File: config.mk
export PLATFORM = sky130hd
export DESIGN_NAME = weight_buffer_writer
export DESIGN_NICKNAME = d
export VERILOG_FILES = /design/src/rtl/weight_writer_pkg.sv /design/src/rtl/weight_word_packer.sv /design/src/rtl/weight_buffer_writer.sv
export SDC_FILE = /design/constraint.sdc
export NUM_CORES = 1
export LEC_CHECK = 0
export CAP_MARGIN = 15
export CORE_ASPECT_RATIO = 0.75
export CORE_MARGIN = 4
export CORE_UTILIZATION = 55
export DETAILED_ROUTE_END_ITERATION = 10
export GPL_ROUTABILITY_DRIVEN = 0
export PLACE_DENSITY_LB_ADDON = 0.2
export SLEW_MARGIN = 10
export SYNTH_ARGS = -nofsm -noshare
export SYNTH_HDL_FRONTEND = slang
export SYNTH_SLANG_ARGS = --single-unit
File: constraint.sdc
create_clock -name clk -period 2.2 [get_ports clk]
set_input_delay 0.55 -clock clk [delete_from_list [all_inputs] [get_ports clk]]
set_output_delay 0.55 -clock clk [all_outputs]
set_load 0.005 [all_outputs]
File: src/rtl/weight_writer_pkg.sv
// Shared definitions for the weight buffer writer: default geometry, state encoding, helpers.
// Optional feature macro: WEIGHT_WRITER_STALL_CNT_EN (adds the stall_cycles counter output).
package weight_writer_pkg;

    localparam int unsigned IN_WIDTH_DEF        = 16;
    localparam int unsigned DATA_WIDTH_DEF      = 64;
    localparam int unsigned BANK_ADDR_WIDTH_DEF = 10;
    localparam int unsigned BANK_DEPTH_DEF      = 288;

    // Beats per buffer word and the last word address of a tile, default geometry.
    localparam int unsigned PACK      = DATA_WIDTH_DEF / IN_WIDTH_DEF;
    localparam int unsigned LAST_ADDR = BANK_DEPTH_DEF - 1;

    typedef enum logic [0:0] {
        FILL      = 1'b0,
        WAIT_SWAP = 1'b1
    } wr_state_e;

    // Beats per word for an arbitrary parameterisation.
    function automatic int unsigned pack_ratio(input int unsigned data_width,
                                               input int unsigned in_width);
        return data_width / in_width;
    endfunction

endpackage

File: src/rtl/weight_word_packer.sv
// Packs PACK narrow beats into one buffer word, beat 0 in the LSBs.
// word_valid_c/word_c are combinational and flag the cycle the final beat is accepted.
module weight_word_packer
    import weight_writer_pkg::*;
#(
    parameter int unsigned IN_WIDTH   = IN_WIDTH_DEF,
    parameter int unsigned DATA_WIDTH = DATA_WIDTH_DEF
) (
    input  logic                  clk,
    input  logic                  rst,
    input  logic                  beat_valid,
    input  logic [IN_WIDTH-1:0]   beat,
    output logic                  word_valid_c,
    output logic [DATA_WIDTH-1:0] word_c
);

    localparam int unsigned PACK_N = pack_ratio(DATA_WIDTH, IN_WIDTH);
    localparam int unsigned CNT_W  = (PACK_N > 1) ? $clog2(PACK_N) : 1;
    localparam logic [CNT_W-1:0] LAST_BEAT = CNT_W'(PACK_N - 1);

    logic [CNT_W-1:0]      beat_cnt_q;
    logic [CNT_W-1:0]      beat_cnt_d;
    logic [DATA_WIDTH-1:0] acc_q;
    logic [DATA_WIDTH-1:0] acc_d;

    // Insert the accepted beat into its slot; the final beat bypasses the register into word_c.
    always_comb begin
        acc_d        = acc_q;
        beat_cnt_d   = beat_cnt_q;
        word_valid_c = 1'b0;
        word_c       = acc_q;
        word_c[(PACK_N-1)*IN_WIDTH +: IN_WIDTH] = beat;
        if (beat_valid) begin
            for (int unsigned k = 0; k < PACK_N; k++) begin
                if (beat_cnt_q == CNT_W'(k)) begin
                    acc_d[k*IN_WIDTH +: IN_WIDTH] = beat;
                end
            end
            if (beat_cnt_q == LAST_BEAT) begin
                word_valid_c = 1'b1;
                beat_cnt_d   = '0;
            end else begin
                beat_cnt_d   = beat_cnt_q + CNT_W'(1);
            end
        end
    end

    // Beat counter and partial-word register; reset drops any partial word.
    always_ff @(posedge clk) begin
        if (rst) begin
            beat_cnt_q <= '0;
            acc_q      <= '0;
        end else begin
            beat_cnt_q <= beat_cnt_d;
            acc_q      <= acc_d;
        end
    end

endmodule

File: src/rtl/weight_buffer_writer.sv
// Feeds the weight double buffer: packs the input stream into words, writes one tile into
// the write bank, then pulses switch_banks once the reader has released the other bank.
// Optional feature macro: WEIGHT_WRITER_STALL_CNT_EN (stall_cycles output, cycles in WAIT_SWAP).
// Note: rst_n is a synchronous, active-high reset despite its name.
module weight_buffer_writer
    import weight_writer_pkg::*;
#(
    parameter int unsigned IN_WIDTH        = IN_WIDTH_DEF,
    parameter int unsigned DATA_WIDTH      = DATA_WIDTH_DEF,
    parameter int unsigned BANK_ADDR_WIDTH = BANK_ADDR_WIDTH_DEF,
    parameter int unsigned BANK_DEPTH      = BANK_DEPTH_DEF
) (
    input  logic                       clk,
    input  logic                       rst_n,
    input  logic [IN_WIDTH-1:0]        in_data,
    input  logic                       in_valid,
    output logic                       in_ready,
    input  logic                       reader_done,
    output logic                       wen,
    output logic [BANK_ADDR_WIDTH-1:0] wadr,
    output logic [DATA_WIDTH-1:0]      wdata,
    output logic                       switch_banks
`ifdef WEIGHT_WRITER_STALL_CNT_EN
    ,
    output logic [31:0]                stall_cycles
`endif
);

    localparam logic [BANK_ADDR_WIDTH-1:0] LAST_WORD = BANK_ADDR_WIDTH'(BANK_DEPTH - 1);

    wr_state_e                  state_q;
    wr_state_e                  state_d;
    logic [BANK_ADDR_WIDTH-1:0] word_cnt_q;
    logic [BANK_ADDR_WIDTH-1:0] word_cnt_d;
    logic                       first_tile_q;
    logic                       first_tile_d;
    logic                       done_pending_q;
    logic                       done_pending_d;
    logic                       in_ready_d;
    logic                       wen_d;
    logic [BANK_ADDR_WIDTH-1:0] wadr_d;
    logic [DATA_WIDTH-1:0]      wdata_d;
    logic                       switch_banks_d;

    logic                       beat_accept_c;
    logic                       word_valid_c;
    logic [DATA_WIDTH-1:0]      word_c;

    assign beat_accept_c = in_valid && in_ready;

    weight_word_packer #(
        .IN_WIDTH   (IN_WIDTH),
        .DATA_WIDTH (DATA_WIDTH)
    ) u_packer (
        .clk          (clk),
        .rst          (rst_n),
        .beat_valid   (beat_accept_c),
        .beat         (in_data),
        .word_valid_c (word_valid_c),
        .word_c       (word_c)
    );

    // Next-state and registered-output logic for the fill / swap handshake.
    always_comb begin
        state_d        = state_q;
        word_cnt_d     = word_cnt_q;
        first_tile_d   = first_tile_q;
        done_pending_d = done_pending_q;
        in_ready_d     = in_ready;
        wen_d          = 1'b0;
        wadr_d         = wadr;
        wdata_d        = wdata;
        switch_banks_d = 1'b0;

        case (state_q)
            FILL: begin
                in_ready_d = 1'b1;
                if (reader_done) begin
                    done_pending_d = 1'b1;
                end
                if (word_valid_c) begin
                    wen_d      = 1'b1;
                    wadr_d     = word_cnt_q;
                    wdata_d    = word_c;
                    word_cnt_d = word_cnt_q + BANK_ADDR_WIDTH'(1);
                    if (word_cnt_q == LAST_WORD) begin
                        state_d    = WAIT_SWAP;
                        in_ready_d = 1'b0;
                    end
                end
            end
            WAIT_SWAP: begin
                in_ready_d = 1'b0;
                // The first tile has no previous reader to wait for; a same-cycle pulse also counts.
                if (first_tile_q || done_pending_q || reader_done) begin
                    switch_banks_d = 1'b1;
                    first_tile_d   = 1'b0;
                    done_pending_d = 1'b0;
                    word_cnt_d     = '0;
                    state_d        = FILL;
                    in_ready_d     = 1'b1;
                end
            end
            default: begin
                state_d    = FILL;
                in_ready_d = 1'b0;
            end
        endcase
    end

    // State and output registers.
    always_ff @(posedge clk) begin
        if (rst_n) begin
            state_q        <= FILL;
            word_cnt_q     <= '0;
            first_tile_q   <= 1'b1;
            done_pending_q <= 1'b0;
            in_ready       <= 1'b0;
            wen            <= 1'b0;
            wadr           <= '0;
            wdata          <= '0;
            switch_banks   <= 1'b0;
        end else begin
            state_q        <= state_d;
            word_cnt_q     <= word_cnt_d;
            first_tile_q   <= first_tile_d;
            done_pending_q <= done_pending_d;
            in_ready       <= in_ready_d;
            wen            <= wen_d;
            wadr           <= wadr_d;
            wdata          <= wdata_d;
            switch_banks   <= switch_banks_d;
        end
    end

`ifdef WEIGHT_WRITER_STALL_CNT_EN
    // Saturating count of cycles spent waiting for the bank swap.
    always_ff @(posedge clk) begin
        if (rst_n) begin
            stall_cycles <= '0;
        end else if ((state_q == WAIT_SWAP) && (stall_cycles != '1)) begin
            stall_cycles <= stall_cycles + 32'd1;
        end
    end
`endif

endmodule

Word level (Yosys, flattened, before mapping)
Cells that the tools add are included.
Widths: inputs -> output; s select.
{"block": "word_totals", "elab_cells": 54, "memories": 0, "latch_bits": 0, "reg_bits": 140, "mem_bits_ro": 0, "output_inout_bits": 77, "mem_bits_rw": 0}
{"block": "op_classes", "n_reduce_logical": 13, "eq_ne": 7, "bitwise": 1, "mux": 18, "n_shift": 0, "n_div": 0, "n_lt_le_gt_ge": 0, "mul": 0, "add_sub_neg": 2}
{"operator": "$mux 10", "count": 2}
{"operator": "$pmux 10 s2", "count": 1}
{"operator": "$reduce_and 2->1", "count": 7}
{"operator": "$mux 1", "count": 11}
{"operator": "$add 10x1->10 const B", "count": 1}
{"operator": "$eq 10x9->1 const B", "count": 1}
{"operator": "$pmux 1 s2", "count": 3}
{"operator": "$eq 2x2->1 const B", "count": 2}
{"operator": "$ne 2x1->1 const B", "count": 2}
{"operator": "$reduce_or 2->1", "count": 2}
{"operator": "$add 2x1->2 const B", "count": 1}
{"operator": "$eq 2x1->1 const B", "count": 1}
{"operator": "$logic_not 2->1", "count": 1}
{"operator": "$logic_or 1x1->1", "count": 2}
{"operator": "$mux 2", "count": 1}
{"operator": "$ne 2x2->1 const B", "count": 1}
{"operator": "$logic_and 1x1->1", "count": 1}
{"operator": "$not 1->1", "count": 1}

Logic depth before layout (Yosys ltp)
Gate-level depths: netlist of the first run.
{"block": "logic_depth", "word_depth": 5, "mapped_depth": 7, "mapped_depth_nobuf": 5}

Modules after synthesis
From an unflattened synthesis of the first run, not the netlist that was laid out.
{"block": "hier_totals", "cells_unflattened": 602, "area_unflattened_um2": 5413.9}
{"module": "weight_buffer_writer", "cells_each": 398, "seq_area_each_um2": 1801.7, "area_each_um2": 3210.6, "n_inst": 1}
{"module": "weight_word_packer", "cells_each": 204, "seq_area_each_um2": 1001.0, "area_each_um2": 2203.4, "n_inst": 1}

Worst setup path before layout of the first run
OpenSTA, ideal clock, no wires.
{"block": "synth_timing", "path_kind": "input to register", "startpoint": "in in_valid", "endpoint": "reg word_cnt_q[5]", "path_slack_ps": 642, "stages": 4, "required_ps": 2130, "arrival_ps": 1488, "cell_sequence": "buf_2 -> nand4b_4 -> or4_1 -> a21oi_1"}
{"block": "synth_between", "elab_chain_cells": 4}
{"item": "start, declared", "line_no": "weight_buffer_writer.sv:16", "source": "input logic in_valid,"}
{"item": "$logic_and 1x1->1", "line_no": "weight_buffer_writer.sv:49", "source": "assign beat_accept_c = in_valid && in_ready;"}
{"item": "$mux 1", "line_no": "weight_word_packer.sv:33", "source": "if (beat_valid) begin"}
{"item": "$ne 2x1->1 (no source line)"}
{"item": "$reduce_and 2->1 (no source line)"}
{"item": "end signal, assigned", "line_no": "weight_buffer_writer.sv:125", "source": "word_cnt_q <= word_cnt_d;"}
{"item": "end, declared", "line_no": "weight_buffer_writer.sv:33", "source": "logic [BANK_ADDR_WIDTH-1:0] word_cnt_q;"}
No other way between the ends.
A chain may end at the register's enable or synchronous reset.

Worst setup path after layout of the first run
{"block": "layout_timing", "startpoint": "reg in_ready", "endpoint": "out in_ready"}
{"item": "start, declared", "line_no": "weight_buffer_writer.sv:17", "source": "output logic in_ready,"}
{"item": "start signal, assigned", "line_no": "weight_buffer_writer.sv:128", "source": "in_ready <= in_ready_d;"}
No word-level cell between the ends.

==> impl_metrics.json, run 1 <==
{
  "run_status": "finished clean",
  "min_period_ns": 2.108,
  "cp_max_fo": 12,
  "p_int_mw": 4.363,
  "worstSetupPathType": "flip-flop to output port",
  "dieArea_um2": 10940,
  "clock_power_share": 0.497,
  "cts_hold_buf": 0,
  "worst_pin_slew_ns": 0.5484,
  "finalWirelength_mm": 13.25,
  "syn_to_final_growth_pct": 31.88,
  "max_stage_delay_ns": 0.58,
  "die_h_um": 91.58,
  "power_mw": 5.512,
  "finClkSkew_ns": 0.008564,
  "busiest_layer": "met2",
  "ys_ff_latch": 140,
  "grt_start_max_net_pins": 62,
  "cts_resized": 0,
  "use_met3": 0.07285,
  "fp.dieW_um": 119.4,
  "leakage_nw": 2.293,
  "path_cells": "clkdlybuf4s50_1",
  "hp-class": "flip-flop to flip-flop",
  "hold_violations": 0,
  "drive_above_1_share": 0.06703,
  "synth.distinct_cells": 34,
  "fin_util": 0.7468,
  "relSlewSlack": 0.6344,
  "grt-ovfl-total": 0,
  "setup_violations": 0,
  "path_clk_slew_ns": 0.06,
  "mostFrequentLayoutCells": "250 x nand2_1, 140 x dfxtp_1, 131 x a21oi_1, 95 x clkdlybuf4s50_1, 17 x clkbuf_16",
  "clkLatencyLatePin_ns": 0.41,
  "endpoint_kind": "output port",
  "pre_cts_ws_ns": 0.04584,
  "num_vias": 4659,
  "synth.avg_cell_area_um2": 8.080,
  "critPathBufInv": 1,
  "cts_setup_buffers": 0,
  "power_density_nw_per_um2": 815.9,
  "cts.htree.levels": 4,
  "finalNonFillerCells": 859,
  "holdWs_ns": 0.4502,
  "finish.net_count": 743,
  "path_delay_family": "buffers and inverters",
  "fmax_mhz": 474.4,
  "cts.sinks": 140,
  "port_buffers": 96,
  "stdcell_area_um2": 6755,
  "wl_per_cell_um": 15.43,
  "p_switching_mw": 1.149,
  "synth_warnings": 0,
  "numCtsBuffers": 17,
  "cts_buffer_depth": 2,
  "synth_area_um2": 5122,
  "startpoint_type": "flip-flop",
  "ant_nets": 0,
  "grt_pass1_wl_mm": 21.41,
  "cts_tree": "built",
  "cap_violations": 0,
  "crit_slowest_cell": "clkdlybuf4s50_1",
  "place_area_um2": 6178,
  "io_pins": 97,
  "grt_pass1_vias": 4327,
  "seq_area_frac_synth": 0.5471,
  "antenna_cells": 0,
  "layout_commonest_cell": "nand2_1",
  "dpl.hpwl_mm": 8.799,
  "worstPathArrival_ns": 1.56,
  "antenna_found_initial": 0,
  "std_cell_rows": 30,
  "core_um2": 9046,
  "drtIter0Drc": 442,
  "gr-usage-met1": 0.3379,
  "seqPwrFrac": 0.469,
  "cts-root-buf": "clkbuf_16",
  "setup_slack_ns": 0.09198,
  "tns_ns": 0,
  "synthCells": 634,
  "syn-num-nets": 659,
  "initial_core_util": 0.5663,
  "finalCritPeriodShare": 0.9582,
  "drtPass1Iterations": 6,
  "route.detailed.drc": 0,
  "grtUsageMet2": 0.3700,
  "track_usage": 0.2435,
  "dp_cells": 827,
  "rsz0062_at_grt": "false",
  "power_frac_comb": 0.035,
  "ir_worst_vdd_v": 0.0005813,
  "switching_share": 0.2084,
  "slew_violations": 0,
  "worstPathRequired_ns": 1.65,
  "drt-vias-per-instance": 5.424
}
[state kept, by name, indices dropped and copies added (netlist names)]
name,flops
u_packer.acc_q,48
wen,1
word_cnt_q,10
wdata,64
state_q,1
switch_banks,1
u_packer.beat_cnt_q,2
wadr,10
first_tile_q,1
in_ready,1
done_pending_q,1
[cell type report]
cell class / count / area [µm²]
Sequential cell: 140 / 2803
Fill cell: 642 / 2291
Multi-Input combinational cell: 443 / 2076
Timing Repair Buffer: 111 / 1121
Clock buffer: 26 / 519.2
Tap cell: 128 / 160.2
Clock inverter: 6 / 57.56
Inverter: 5 / 18.77
[power groups by stage]
stage,Clock (mW),Combinational (mW),Sequential (mW)
CTS,2.76,0.187,2.58
global route,2.89,0.207,2.58
finish,2.74,0.191,2.58
global placement,0,0.181,2.64
floorplan,0,0.0980,2.63
detailed placement,0,0.185,2.64
[per-layer routing]
metal  routed length [µm]  vias up
met5                    0        -
met3                  968       14
li1                     -     2255
met4                  125        0
met1                 5998     2204
met2                 6161      186
[logic make-up (layout without fill, tap and decap cells)]
group	count (synthesis)	after routing	share of synthesized area
and+or+nand+nor	290	290	0.2342
AOI/OAI and AO/OA	144	144	0.1507
buffers and inverters	51	148	0.04788
adders and majority gates	5	5	0.01221
DFF	140	140	0.5471
muxes	4	4	0.007817
[synth_stat cells]
cell type	instances	share of area
a211oi_1	1	0.0015
nor2_1	5	0.0037
a311oi_1	1	0.0017
buf_4	7	0.010
mux2i_1	4	0.0078
or3b_1	3	0.0051
a2111oi_2	1	0.0029
dfxtp_1	140	0.55
nand2b_1	2	0.0024
a2111oi_1	1	0.0020
nand4_1	3	0.0037
buf_6	1	0.0022
buf_2	16	0.016
a21o_1	2	0.0029
and3_1	5	0.0061
o31ai_4	1	0.0042
o21ai_0	2	0.0020
ha_1	5	0.012
nand3_1	9	0.0088
clkbuf_1	22	0.016
a31oi_1	1	0.0012
or4_1	2	0.0029
nand2_1	250	0.18
and4b_1	1	0.0020
nor4_1	1	0.0012
inv_1	5	0.0037
o31ai_1	2	0.0029
or3_1	2	0.0024
o21a_1	1	0.0015
nand3b_1	3	0.0044
nor3_1	2	0.0020
a21oi_1	131	0.13
and4_1	1	0.0017
nand4b_4	1	0.0046
[final timing paths]
kind	start	slack, ns	to	depth (start not counted)
min	u_packer.acc_q[42]	0.45	wdata[42]	2
min reg2reg	u_packer.acc_q[42]	0.45	wdata[42]	2
max	in_ready	0.09	in_ready	1
max reg2reg	u_packer.beat_cnt_q[0]	0.39	word_cnt_q[8]	5
[worst min-delay path: cells and delay by family (launching register included)]
family | cells | cell delay [ns]
flip-flops | 1 | 0.31
AND/OR/NAND/NOR | 1 | 0.05
AO/OA/AOI/OAI | 1 | 0.05
Note: power is estimated with default switching activity, not from simulation.
==> inputs of run 2 (changes only) <==
--- a/config.mk
+++ b/config.mk
@@ -11,6 +11,7 @@
 export CORE_UTILIZATION = 55
 export DETAILED_ROUTE_END_ITERATION = 10
 export GPL_ROUTABILITY_DRIVEN = 0
+export GPL_TIMING_DRIVEN = 0
 export PLACE_DENSITY_LB_ADDON = 0.2
 export SLEW_MARGIN = 10
 export SYNTH_ARGS = -nofsm -noshare
==> run 2 against run 1 <==
Compared with the run above:
- cell count rose by 3.5%
- via count rose by 2.3%
- largest power group unchanged
- critical path depth rose by 6
- first-iteration DRC count fell by 12%
- wire length rose by 7.3%
- sequential cell count did not move
- count of clock-buffer cells in the layout fell by 6
==> impl_metrics.json, run 2 (synthesis gave the netlist of run 1 again) <==
{
  "run_status": "finished clean",
  "hp-class": "flip-flop to flip-flop",
  "cts_resized": 0,
  "leakage_nw": 2.353,
  "top_register": "wdata",
  "slew_violations": 0,
  "grt_pass1_wl_mm": 22.88,
  "relSlewSlack": 0.5941,
  "path_delay_family": "buffers and inverters",
  "cts_buffer_depth": 2,
  "cts_tree": "built",
  "biggestRegsByFlops": "wdata x64, u_packer.acc_q x48",
  "min_period_ns": 2.005,
  "cts.sinks": 140,
  "antenna_found_initial": 0,
  "initial_core_util": 0.5663,
  "cts_hold_buf": 0,
  "hold_violations": 0,
  "holdWs_ns": 0.4509,
  "mostFrequentLayoutCells": "250 x nand2_1, 140 x dfxtp_1, 131 x a21oi_1, 96 x clkdlybuf4s50_1, 23 x clkbuf_1",
  "critical_path.most_common_cell": "buf_4",
  "crit_slowest_cell": "clkdlybuf4s50_1",
  "dieArea_um2": 10940,
  "fp.dieW_um": 119.4,
  "path_clk_slew_ns": 0.06,
  "max_stage_delay_ns": 0.50,
  "finish.net_count": 774,
  "syn_to_final_growth_pct": 34.07,
  "clkLatencyLatePin_ns": 0.42,
  "cts_setup_buffers": 0,
  "critPathBufInv": 4,
  "drive_above_1_share": 0.07490,
  "cts.htree.levels": 4,
  "startpoint_type": "input port",
  "num_vias": 4764,
  "ant_nets": 0,
  "largest_reg_flops": 64,
  "drtPass1Iterations": 5,
  "grt_start_max_net_pins": 17,
  "rsz0062_at_grt": "false",
  "drt-vias-per-instance": 5.359,
  "endpoint_kind": "flip-flop",
  "finClkSkew_ns": 0.01044,
  "wl_per_cell_um": 16.00,
  "cp_max_fo": 10,
  "worstPathArrival_ns": 2.34,
  "grt-ovfl-total": 0,
  "path_cells": "clkdlybuf4s50_1 -> buf_2 -> and4b_1 -> buf_4 -> buf_4 -> nand2_1 -> a21oi_1",
  "route.detailed.drc": 0,
  "worstSetupStartpoint": "in_valid",
  "worst_pin_slew_ns": 0.6088,
  "finalWirelength_mm": 14.23,
  "die_h_um": 91.58,
  "cap_violations": 0,
  "fmax_mhz": 498.8,
  "worstSetupPathType": "input port to flip-flop",
  "reg2reg_from": "u_packer.beat_cnt_q[0]",
  "setup_violations": 0,
  "cts-root-buf": "clkbuf_16",
  "layout_commonest_cell": "nand2_1",
  "ir_worst_vdd_v": 0.0005640,
  "finalNonFillerCells": 889,
  "finalCritPeriodShare": 0.9112,
  "dpl.hpwl_mm": 9.905,
  "antenna_cells": 0,
  "drtIter0Drc": 388,
  "track_usage": 0.2668,
  "numCtsBuffers": 17,
  "dp_cells": 858,
  "port_buffers": 96,
  "grt_pass1_vias": 4624,
  "io_pins": 97,
  "std_cell_rows": 30,
  "core_um2": 9046,
  "hold_start": "wadr[4]",
  "worstPathRequired_ns": 2.53,
  "power_mw": 5.775,
  "power_density_nw_per_um2": 840.8
}
==> run 2: cell count changes in the layout (fill, tap and decap cells not counted) <==
cell	change
and4b_1	+1
and4b_2	-1
buf_12	-4
buf_2	+16
buf_4	-5
buf_6	+1
bufinv_16	+3
clkbuf_1	+20
clkbuf_8	-4
clkdlybuf4s50_1	+1
clkinv_2	-1
clkinv_4	+2
clkinvlp_4	+1
==> run 2: worst register-to-register path, stage by stage, from the launching register on <==
cell     delay (ns)
dfxtp_1        0.42
ha_1           0.30
and4b_1        0.36
buf_4          0.23
buf_4          0.20
nand2_1        0.08
a21oi_1        0.18
==> run 2: routing by layer <==
metal	up-vias	part of all wire	global-route usage
met3	25	0.074	0.07285
met2	194	0.47	0.4321
li1	2312	-	-
met1	2233	0.44	0.3421
met5	-	0	0
met4	0	0.018	0.09914
==> run 2: metrics by stage <==
step / instance area [µm²] / TNS [ns] / util / setup slack [ns]
2_1_floorplan: 5122 / 0 / - / 0.6420
3_3_place_gp: 6243 / -3.169 / 0.6902 / -0.08073
3_5_place_dp: 6243 / -5.053 / 0.6902 / -0.1313
4_1_cts: 6868 / 0 / 0.7592 / 0.2445
5_1_grt: 6868 / 0 / 0.7592 / 0.1682
6_report: 6868 / 0 / 0.7592 / 0.1953
==> run 2: final cells by class <==
type                    count  area [µm²]
plain buffers              46       226.5
clock inverters            11       167.7
multi-input cells         443        2074
repair buffers             96       960.9
flip-flops and latches    140        2803
fillers                   651        2178
well taps                 128       160.2
inverters                   5       18.77
clock buffers              20       456.7
==> run 2: final timing paths <==
check	end	slack [ns]	depth (start not counted)
min reg2reg	wadr[4]	0.45	2
max	wadr[1]	0.20	7
min	wadr[4]	0.45	2
max reg2reg	wadr[1]	0.35	6
==> run 2: power by group <==
group	internal (mW)	switching, mW	leakage, nW
clock	1.95	1.05	0.302
sequential	2.56	0.0181	1.13
combinational	0.0698	0.130	0.921
